### config.mk
export PLATFORM = sky130hd
export DESIGN_NAME = cpu_ram_sync
export DESIGN_NICKNAME = d
export VERILOG_FILES = /design/src/rtl/cpu_ram_sync.sv
export SDC_FILE = /design/constraint.sdc
export NUM_CORES = 1
export LEC_CHECK = 0
export ABC_AREA = 1
export CAP_MARGIN = 20
export CELL_PAD_IN_SITES_DETAIL_PLACEMENT = 1
export CELL_PAD_IN_SITES_GLOBAL_PLACEMENT = 2
export CORE_UTILIZATION = 40
export CTS_CLUSTER_SIZE = 30
export DETAILED_ROUTE_END_ITERATION = 10
export GPL_TIMING_DRIVEN = 0
export PLACE_DENSITY_LB_ADDON = 0.1
export SLEW_MARGIN = 20
export SYNTH_ARGS = -nofsm -noshare
export SYNTH_HDL_FRONTEND = slang
export SYNTH_SLANG_ARGS = --single-unit
### constraint.sdc
create_clock -name clk -period 4.15 [get_ports clk]
set_input_delay 0.6225 -clock clk [delete_from_list [all_inputs] [get_ports clk]]
set_output_delay 0.6225 -clock clk [all_outputs]
set_load 0.02 [all_outputs]
### src/rtl/cpu_ram_sync.sv
// Single-port synchronous RAM for the CPU data path with selectable read latency,
// read-during-write mode, and a hardware clear engine that owns the array while busy.
module cpu_ram_sync #(
    parameter int unsigned       DATA_W   = 4,
    parameter int unsigned       ADDR_W   = 4,
    parameter int unsigned       READ_LAT = 1,
    parameter int unsigned       RDW_MODE = 0,
    parameter logic [DATA_W-1:0] CLR_VAL  = '0
) (
    input  logic              clk,
    input  logic              reset,
    input  logic              enable,
    input  logic              wea,
    input  logic [ADDR_W-1:0] addra,
    input  logic [DATA_W-1:0] dina,
    input  logic              clr,
    output logic [DATA_W-1:0] douta,
    output logic              rvalid,
    output logic              busy
);

    localparam int unsigned     DEPTH     = 1 << ADDR_W;
    localparam logic [ADDR_W:0] LAST_ADDR = (ADDR_W + 1)'(DEPTH - 1);

    if ((READ_LAT != 1) && (READ_LAT != 2)) begin : gen_bad_lat
        $error("cpu_ram_sync: READ_LAT must be 1 or 2");
    end

    typedef enum logic [0:0] {StIdle, StClear} state_e;

    state_e            state_q, state_d;
    logic [ADDR_W:0]   clr_addr_q, clr_addr_d;
    logic              acc;
    logic [DATA_W-1:0] rdata;
    logic [DATA_W-1:0] mem [DEPTH];

    assign busy = (state_q == StClear);
    assign acc  = enable & ~busy;

    always_comb begin
        state_d    = state_q;
        clr_addr_d = clr_addr_q;
        unique case (state_q)
            StClear: begin
                if (clr_addr_q == LAST_ADDR) begin
                    state_d    = StIdle;
                    clr_addr_d = '0;
                end else begin
                    clr_addr_d = clr_addr_q + 1'b1;
                end
            end
            StIdle: begin
                if (clr) begin
                    state_d    = StClear;
                    clr_addr_d = '0;
                end
            end
        endcase
    end

    always_ff @(posedge clk) begin
        if (reset) begin
            state_q    <= StClear;
            clr_addr_q <= '0;
        end else begin
            state_q    <= state_d;
            clr_addr_q <= clr_addr_d;
        end
    end

    // Array has no reset; contents survive reset and are only rewritten by the clear engine.
    always_ff @(posedge clk) begin
        if (!reset) begin
            if (busy) begin
                mem[clr_addr_q[ADDR_W-1:0]] <= CLR_VAL;
            end else if (enable && wea) begin
                mem[addra] <= dina;
            end
        end
    end

    assign rdata = ((RDW_MODE != 0) && wea) ? dina : mem[addra];

    if (READ_LAT == 1) begin : gen_lat1
        always_ff @(posedge clk) begin
            if (reset) begin
                douta  <= '0;
                rvalid <= 1'b0;
            end else begin
                rvalid <= acc;
                if (acc) begin
                    douta <= rdata;
                end
            end
        end
    end else begin : gen_lat2
        logic [DATA_W-1:0] data1_q;
        logic              valid1_q;

        // Second stage is not gated by busy so reads in flight at a clr still complete.
        always_ff @(posedge clk) begin
            if (reset) begin
                data1_q  <= '0;
                valid1_q <= 1'b0;
                douta    <= '0;
                rvalid   <= 1'b0;
            end else begin
                valid1_q <= acc;
                if (acc) begin
                    data1_q <= rdata;
                end
                rvalid <= valid1_q;
                if (valid1_q) begin
                    douta <= data1_q;
                end
            end
        end
    end

endmodule

==> results.sh, run 1 <==
export IMPL_maxCapViolations=0
export IMPL_cts_hold_buf=0
export IMPL_worstPathMaxFanout=10
export IMPL_grt_overflow=0
export IMPL_start_kind="input pin"
export IMPL_dieArea_sq_um=8510
export IMPL_viasPerCell=4.962
export IMPL_total_leakage_power_uw=0.001481
export IMPL_cts_setup_buffers=0
export IMPL_rr_worst_depth=7
export IMPL_grt_usage_pct=20.20
export IMPL_cp_end_kind="register"
export IMPL_antenna_found_initial=0
export IMPL_rsz0062_at_grt="false"
export IMPL_clkTransAtPathRegs_ns=0.08
export IMPL_fmax_ghz=0.4411
export IMPL_pwr_share_clk_pct=42.3
export IMPL_grt_max_degree=17
export IMPL_stdcell_count=446
export IMPL_worstSetupPathType="in2reg"
export IMPL_place_detailed_hpwl_mm=5.415
export IMPL_clock_latency_ns=0.35
export IMPL_fin_crit_sh_pct=54.63
export IMPL_p_comb_share_pct=6.1
export IMPL_min_path_cells=1
export IMPL_diodes=0
export IMPL_slew_headroom_pct=36.90
export IMPL_internal_power_uw=1244
export IMPL_r2r_end="mem[6][3]"
export IMPL_worstMarginPinSlew_ns=0.9430
export IMPL_top_level_ports=19
export IMPL_crit_arrival_ns=2.27
export IMPL_drt_antenna_violating_nets=0
export IMPL_worst_endpoint_required_ns=4.16
export IMPL_synth_yosys_seq_area_share_pct=65.75
export IMPL_skew_ns=0.006093
export IMPL_hold_violations=0
export IMPL_switching_share_pct=21.73
export IMPL_timing_reg2reg_setup_slack_ns=2.17
export IMPL_cts_buffers=9
export IMPL_p_seq_share_pct=51.5
export IMPL_dp_cells=430
export IMPL_cp_startpoint="enable"
export IMPL_drt_first_pass_iters=4
export IMPL_drc_errors=0
export IMPL_vias=2213
export IMPL_cts_tree="built"
export IMPL_totalWireLength_mm=7.584
export IMPL_power_switching_uw=345.5
export IMPL_cts_root_buffer="clkbuf_8"
export IMPL_rows=32
export IMPL_synth_cell_types=26
export IMPL_powerDensity_nw_per_um2=421.3
export IMPL_ir_drop_v=0.0001828
export IMPL_syn_avg_cell_area_sq_um=10.38
export IMPL_clockBufferDepth=2
export IMPL_htreeDepth=3
export IMPL_die_width_um=92.25
export IMPL_grt_pass1_wl_mm=12.45
export IMPL_syn_nets=328
export IMPL_fin_nets=353
export IMPL_finalWeightedCongestion=0.7638
export IMPL_synth_seq_cells=75
export IMPL_place_port_buffers=14
export IMPL_netlist_area_sq_um=3258
export IMPL_grt_pass1_vias=2311
export IMPL_routedWlPerCell_um=17.00
export IMPL_fin_setup_tns_ns=0
export IMPL_area_growth_pct=15.82
export IMPL_hold_class="reg2reg"
export IMPL_yosysWarnings=0
export IMPL_core_sq_um=7807
export IMPL_status="completed"
export IMPL_min_to="clr_addr_q[4]"
export IMPL_cts_resized=0
export IMPL_min_delay_start="clr_addr_q[4]"
export IMPL_syn_inst=314
export IMPL_setup_viol=0
export IMPL_period_minus_slack_ns=2.267
export IMPL_die_h_um=92.25
export IMPL_initial_utilization_pct=41.73
export IMPL_layout_drive_gt1_share_pct=13.95
export IMPL_worstReg2RegStart="busy"
export IMPL_cts_sinks=75
export IMPL_drt_first_iter_violations=80
export IMPL_final_max_slew_violation_count=0
## metal layers
metal / share of wire [%] / track usage [%]
met2: 46 / 30.72
met3: 2.6 / 4.229
met1: 49 / 27.39
met5: 0 / 0
met4: 2.1 / 10.03
## placed cells by master, fill, tap and decap left out, drive strengths merged
cell type	n
clkdlybuf4s50	14
clkinvlp	1
dfxtp	11
xor2	1
buf	11
edfxtp	64
nor3	1
clkbuf	11
o211a	1
a211oi	1
o21ai	7
inv	20
a21oi	4
nand2	99
nand3	58
bufinv	3
nor2	31
ha	1
clkinv	5
## power groups by stage
stage	clock network (uW)	registers (uW)	logic [uW]
floorplan	0	835	63.1
global placement	0	836	96.3
detailed placement	0	837	97.5
CTS	686	819	98.2
global route	713	820	109
finish	673	819	97.5
## cell usage after synthesis (all sizes together)
| cell | count | area, sq um |
|---|---|---|
| buf | 11 | 66.31 |
| o211a | 1 | 10.01 |
| nand2 | 99 | 401.6 |
| nor2 | 31 | 116.4 |
| inv | 20 | 75.07 |
| edfxtp | 64 | 1922 |
| clkbuf | 2 | 7.510 |
| xor2 | 1 | 8.760 |
| nor3 | 1 | 16.27 |
| nand3 | 58 | 300.3 |
| dfxtp | 11 | 220.2 |
| o21ai | 7 | 65.06 |
| a21oi | 4 | 20.02 |
| ha | 1 | 12.51 |
| a211oi | 1 | 7.510 |
| clkinv | 2 | 8.750 |
## state kept, by name, summed over array words and instances (netlist names)
name / cells
mem: 64
clr_addr_q: 5
douta: 4
busy: 1
rvalid: 1
## cells by family after synthesis
family,Yosys count,synth area share (%)
XOR/XNOR,1,0.2689
AND/OR/NAND/NOR,189,25.61
adder cells (fa/ha/maj),1,0.3840
AO/OA/AOI/OAI,13,3.149
flip-flops,75,65.74
buffers and inverters,35,4.838
## worst max path at each step
stage          slack [ns]         to  cells past startpoint
5_1_grt              1.68  mem[8][0]                      6
3_3_place_gp         1.23  mem[7][2]                      6
4_1_cts              1.84  mem[8][0]                      6
6_report             1.88  mem[6][3]                      8
2_1_floorplan        2.17  mem[5][0]                      7
3_5_place_dp         1.46  mem[6][0]                      6
## layout make-up
type / instances / area, sq um
Clock inverter: 7 / 116.4
Fill cell: 877 / 4034
Timing Repair Buffer: 14 / 140.1
Inverter: 22 / 83.83
Tap cell: 102 / 127.6
Multi-Input combinational cell: 204 / 965.9
Buffer: 13 / 73.82
Clock buffer: 9 / 123.9
Sequential cell: 75 / 2142
## critical path, cell delays in order
cell             delay (ns)
clkdlybuf4s50_1        0.45
inv_1                  0.07
nor3_4                 0.12
nand2_2                0.10
buf_6                  0.17
o21ai_2                0.11
nand3_1                0.19
nor2_1                 0.42
## per-stage QoR
stage	worst slack, ns	util (%)	power, uW	hold slack, ns	cell area [sq um]
6_report	1.883	48.33	1590	0.4640	3774
5_1_grt	1.685	48.33	1642	0.4961	3774
4_1_cts	1.836	48.33	1603	0.4661	3774
3_5_place_dp	1.464	45.26	934.1	0.4547	3533
3_3_place_gp	1.232	45.16	932.6	0.4489	3526
2_1_floorplan	2.171	-	898.5	0.4417	3258
No activity file was read; power rests on OpenSTA's default activity.
==> inputs of run 2 (changes only) <==
--- a/config.mk
+++ b/config.mk
@@ -9,7 +9,7 @@
 export CAP_MARGIN = 20
 export CELL_PAD_IN_SITES_DETAIL_PLACEMENT = 1
 export CELL_PAD_IN_SITES_GLOBAL_PLACEMENT = 2
-export CORE_UTILIZATION = 40
+export CORE_UTILIZATION = 39
 export CTS_CLUSTER_SIZE = 30
 export DETAILED_ROUTE_END_ITERATION = 10
 export GPL_TIMING_DRIVEN = 0
==> constraint.sdc (replaced) <==
create_clock -name clk -period 2.3 [get_ports clk]
set_input_delay 0.345 -clock clk [delete_from_list [all_inputs] [get_ports clk]]
set_output_delay 0.345 -clock clk [all_outputs]
set_load 0.02 [all_outputs]
==> results.sh, run 2 (synthesis gave the netlist of run 1 again) <==
export IMPL_viasPerCell=5.045
export IMPL_stdcell_count=446
export IMPL_worstPathMaxFanout=10
export IMPL_worst_endpoint_required_ns=2.29
export IMPL_core_sq_um=7888
export IMPL_layout_commonest_cell="nand2_1"
export IMPL_hold_class="in2reg"
export IMPL_pwr_share_clk_pct=37.9
export IMPL_rows=32
export IMPL_p_comb_share_pct=6.6
export IMPL_grt_pass1_vias=2348
export IMPL_die_width_um=93.40
export IMPL_top_register="mem"
export IMPL_timing_reg2reg_setup_slack_ns=0.30
export IMPL_htreeDepth=3
export IMPL_place_detailed_hpwl_mm=5.444
export IMPL_largest_reg_flops=64
export IMPL_routedWlPerCell_um=17.54
export IMPL_crit_chain="clkdlybuf4s50_1 -> inv_1 -> nor3_4 -> nand2_2 -> buf_6 -> nand2_4 -> o21ai_4 -> inv_2 -> nand2_2 -> nor2_1"
export IMPL_holdWs_ns=0.2233
export IMPL_initial_utilization_pct=41.31
export IMPL_cts_tree="built"
export IMPL_drc_errors=0
export IMPL_final_max_slew_violation_count=0
export IMPL_layout_drive_gt1_share_pct=13.95
export IMPL_maxCapViolations=0
export IMPL_reg_top3="mem x64, clr_addr_q x5, douta x4"
export IMPL_status="completed"
export IMPL_grt_pass1_wl_mm=12.80
export IMPL_drt_first_pass_iters=4
export IMPL_worstMarginPinSlew_ns=0.7628
export IMPL_slew_headroom_pct=49.09
export IMPL_fmax_ghz=0.4877
export IMPL_skew_ns=0.005377
export IMPL_met3_usage_pct=3.902
export IMPL_powerDensity_nw_per_um2=714.8
export IMPL_cts_setup_buffers=0
export IMPL_worstSetupPathType="in2reg"
export IMPL_ir_drop_v=0.0004446
export IMPL_use_met2_pct=31.92
export IMPL_finalInstanceArea_sq_um=3727
export IMPL_crit_path_max_incr_delay_ns=0.47
export IMPL_antenna_found_initial=0
export IMPL_fin_nets=353
export IMPL_crit_path_frequent_cell="nand2_2"
export IMPL_cts_buffers=9
export IMPL_cts_root_buffer="clkbuf_8"
export IMPL_die_h_um=93.40
export IMPL_grt_use_met1_pct=29.18
export IMPL_period_minus_slack_ns=2.050
export IMPL_start_kind="input pin"
export IMPL_crit_arrival_ns=2.04
export IMPL_hold_violations=0
export IMPL_cp_top_family="simple AND/OR/NAND/NOR gates"
export IMPL_clockBufferDepth=2
export IMPL_grt_busiest_layer="met2"
export IMPL_power_switching_uw=639.8
export IMPL_dieArea_sq_um=8724
export IMPL_cp_buffers_inverters=4
export IMPL_setup_viol=0
export IMPL_rsz0062_at_grt="false"
export IMPL_internal_power_uw=2025
export IMPL_area_growth_pct=14.40
export IMPL_grt_max_degree=17
export IMPL_cts_hold_buf=0
export IMPL_critPathSlowestCell="clkdlybuf4s50_1"
export IMPL_grt_overflow=0
export IMPL_drt_antenna_violating_nets=0
export IMPL_drt_first_iter_violations=91
export IMPL_final_cell_mix="nand2_1, edfxtp_1, nand3_1"
export IMPL_cp_end_kind="register"
export IMPL_clock_latency_ns=0.35
export IMPL_vias=2250
export IMPL_totalWireLength_mm=7.823
export IMPL_fin_setup_tns_ns=0
export IMPL_fin_crit_sh_pct=89.14
export IMPL_total_leakage_power_uw=0.001454
export IMPL_switching_share_pct=24.01
export IMPL_place_port_buffers=14
export IMPL_clkTransAtPathRegs_ns=0.08
export IMPL_dp_cells=430
export IMPL_finalWeightedCongestion=0.7408
export IMPL_p_seq_share_pct=55.5
export IMPL_grt_usage_pct=20.60
export IMPL_top_level_ports=19
export IMPL_cts_resized=0
export IMPL_diodes=0
export IMPL_place_area_sq_um=3536
export IMPL_cts_sinks=75
-- run 2: worst register-to-register path: stages, from the launching register on --
cell     delay [ns]
dfxtp_1        0.40
nor3_4         0.22
nand2_2        0.11
buf_6          0.18
nand2_4        0.07
o21ai_4        0.07
inv_2          0.08
nand2_2        0.10
nor2_1         0.41
-- run 2: per-layer routing --
layer / part of all wire, % / routed length, um
met5: 0 / 0
met4: 1.2 / 97
met3: 4.1 / 322
met2: 46 / 3586
met1: 49 / 3816
-- run 2: cell type report --
class                   count  area [sq um]
multi-input cells         204         968.4
inverters                  22         83.83
clock buffers               9         123.9
fillers                   883          4160
flip-flops and latches     75          2142
well taps                 102         127.6
plain buffers              13         73.82
clock inverters             7         67.56
repair buffers             14         140.1
-- run 2: power by group through the flow --
stage | registers (uW) | logic (uW) | clock network (uW)
after global placement | 1510 | 174 | 0
after global routing | 1480 | 198 | 1100
after detailed placement | 1510 | 177 | 0
final | 1480 | 176 | 1010
after floorplan | 1510 | 114 | 0
after CTS | 1480 | 178 | 1030
-- run 2: path summary, 6_finish.rpt --
path	startpoint	to	cells past startpoint
hold reg to reg	clr_addr_q[4]	clr_addr_q[4]	1
setup reg to reg	busy	mem[8][1]	8
setup / recovery	enable	mem[8][1]	10
hold / removal	reset	clr_addr_q[3]	2
-- run 2: stage by stage --
stage | setup WS (ns) | util [%] | power, uW
after floorplan | 0.5651 | - | 1621
after global placement | -0.3967 | 44.70 | 1683
after detailed placement | -0.1066 | 44.83 | 1686
after CTS | 0.2390 | 47.26 | 2688
after global routing | 0.1305 | 47.26 | 2774
final | 0.2497 | 47.26 | 2664
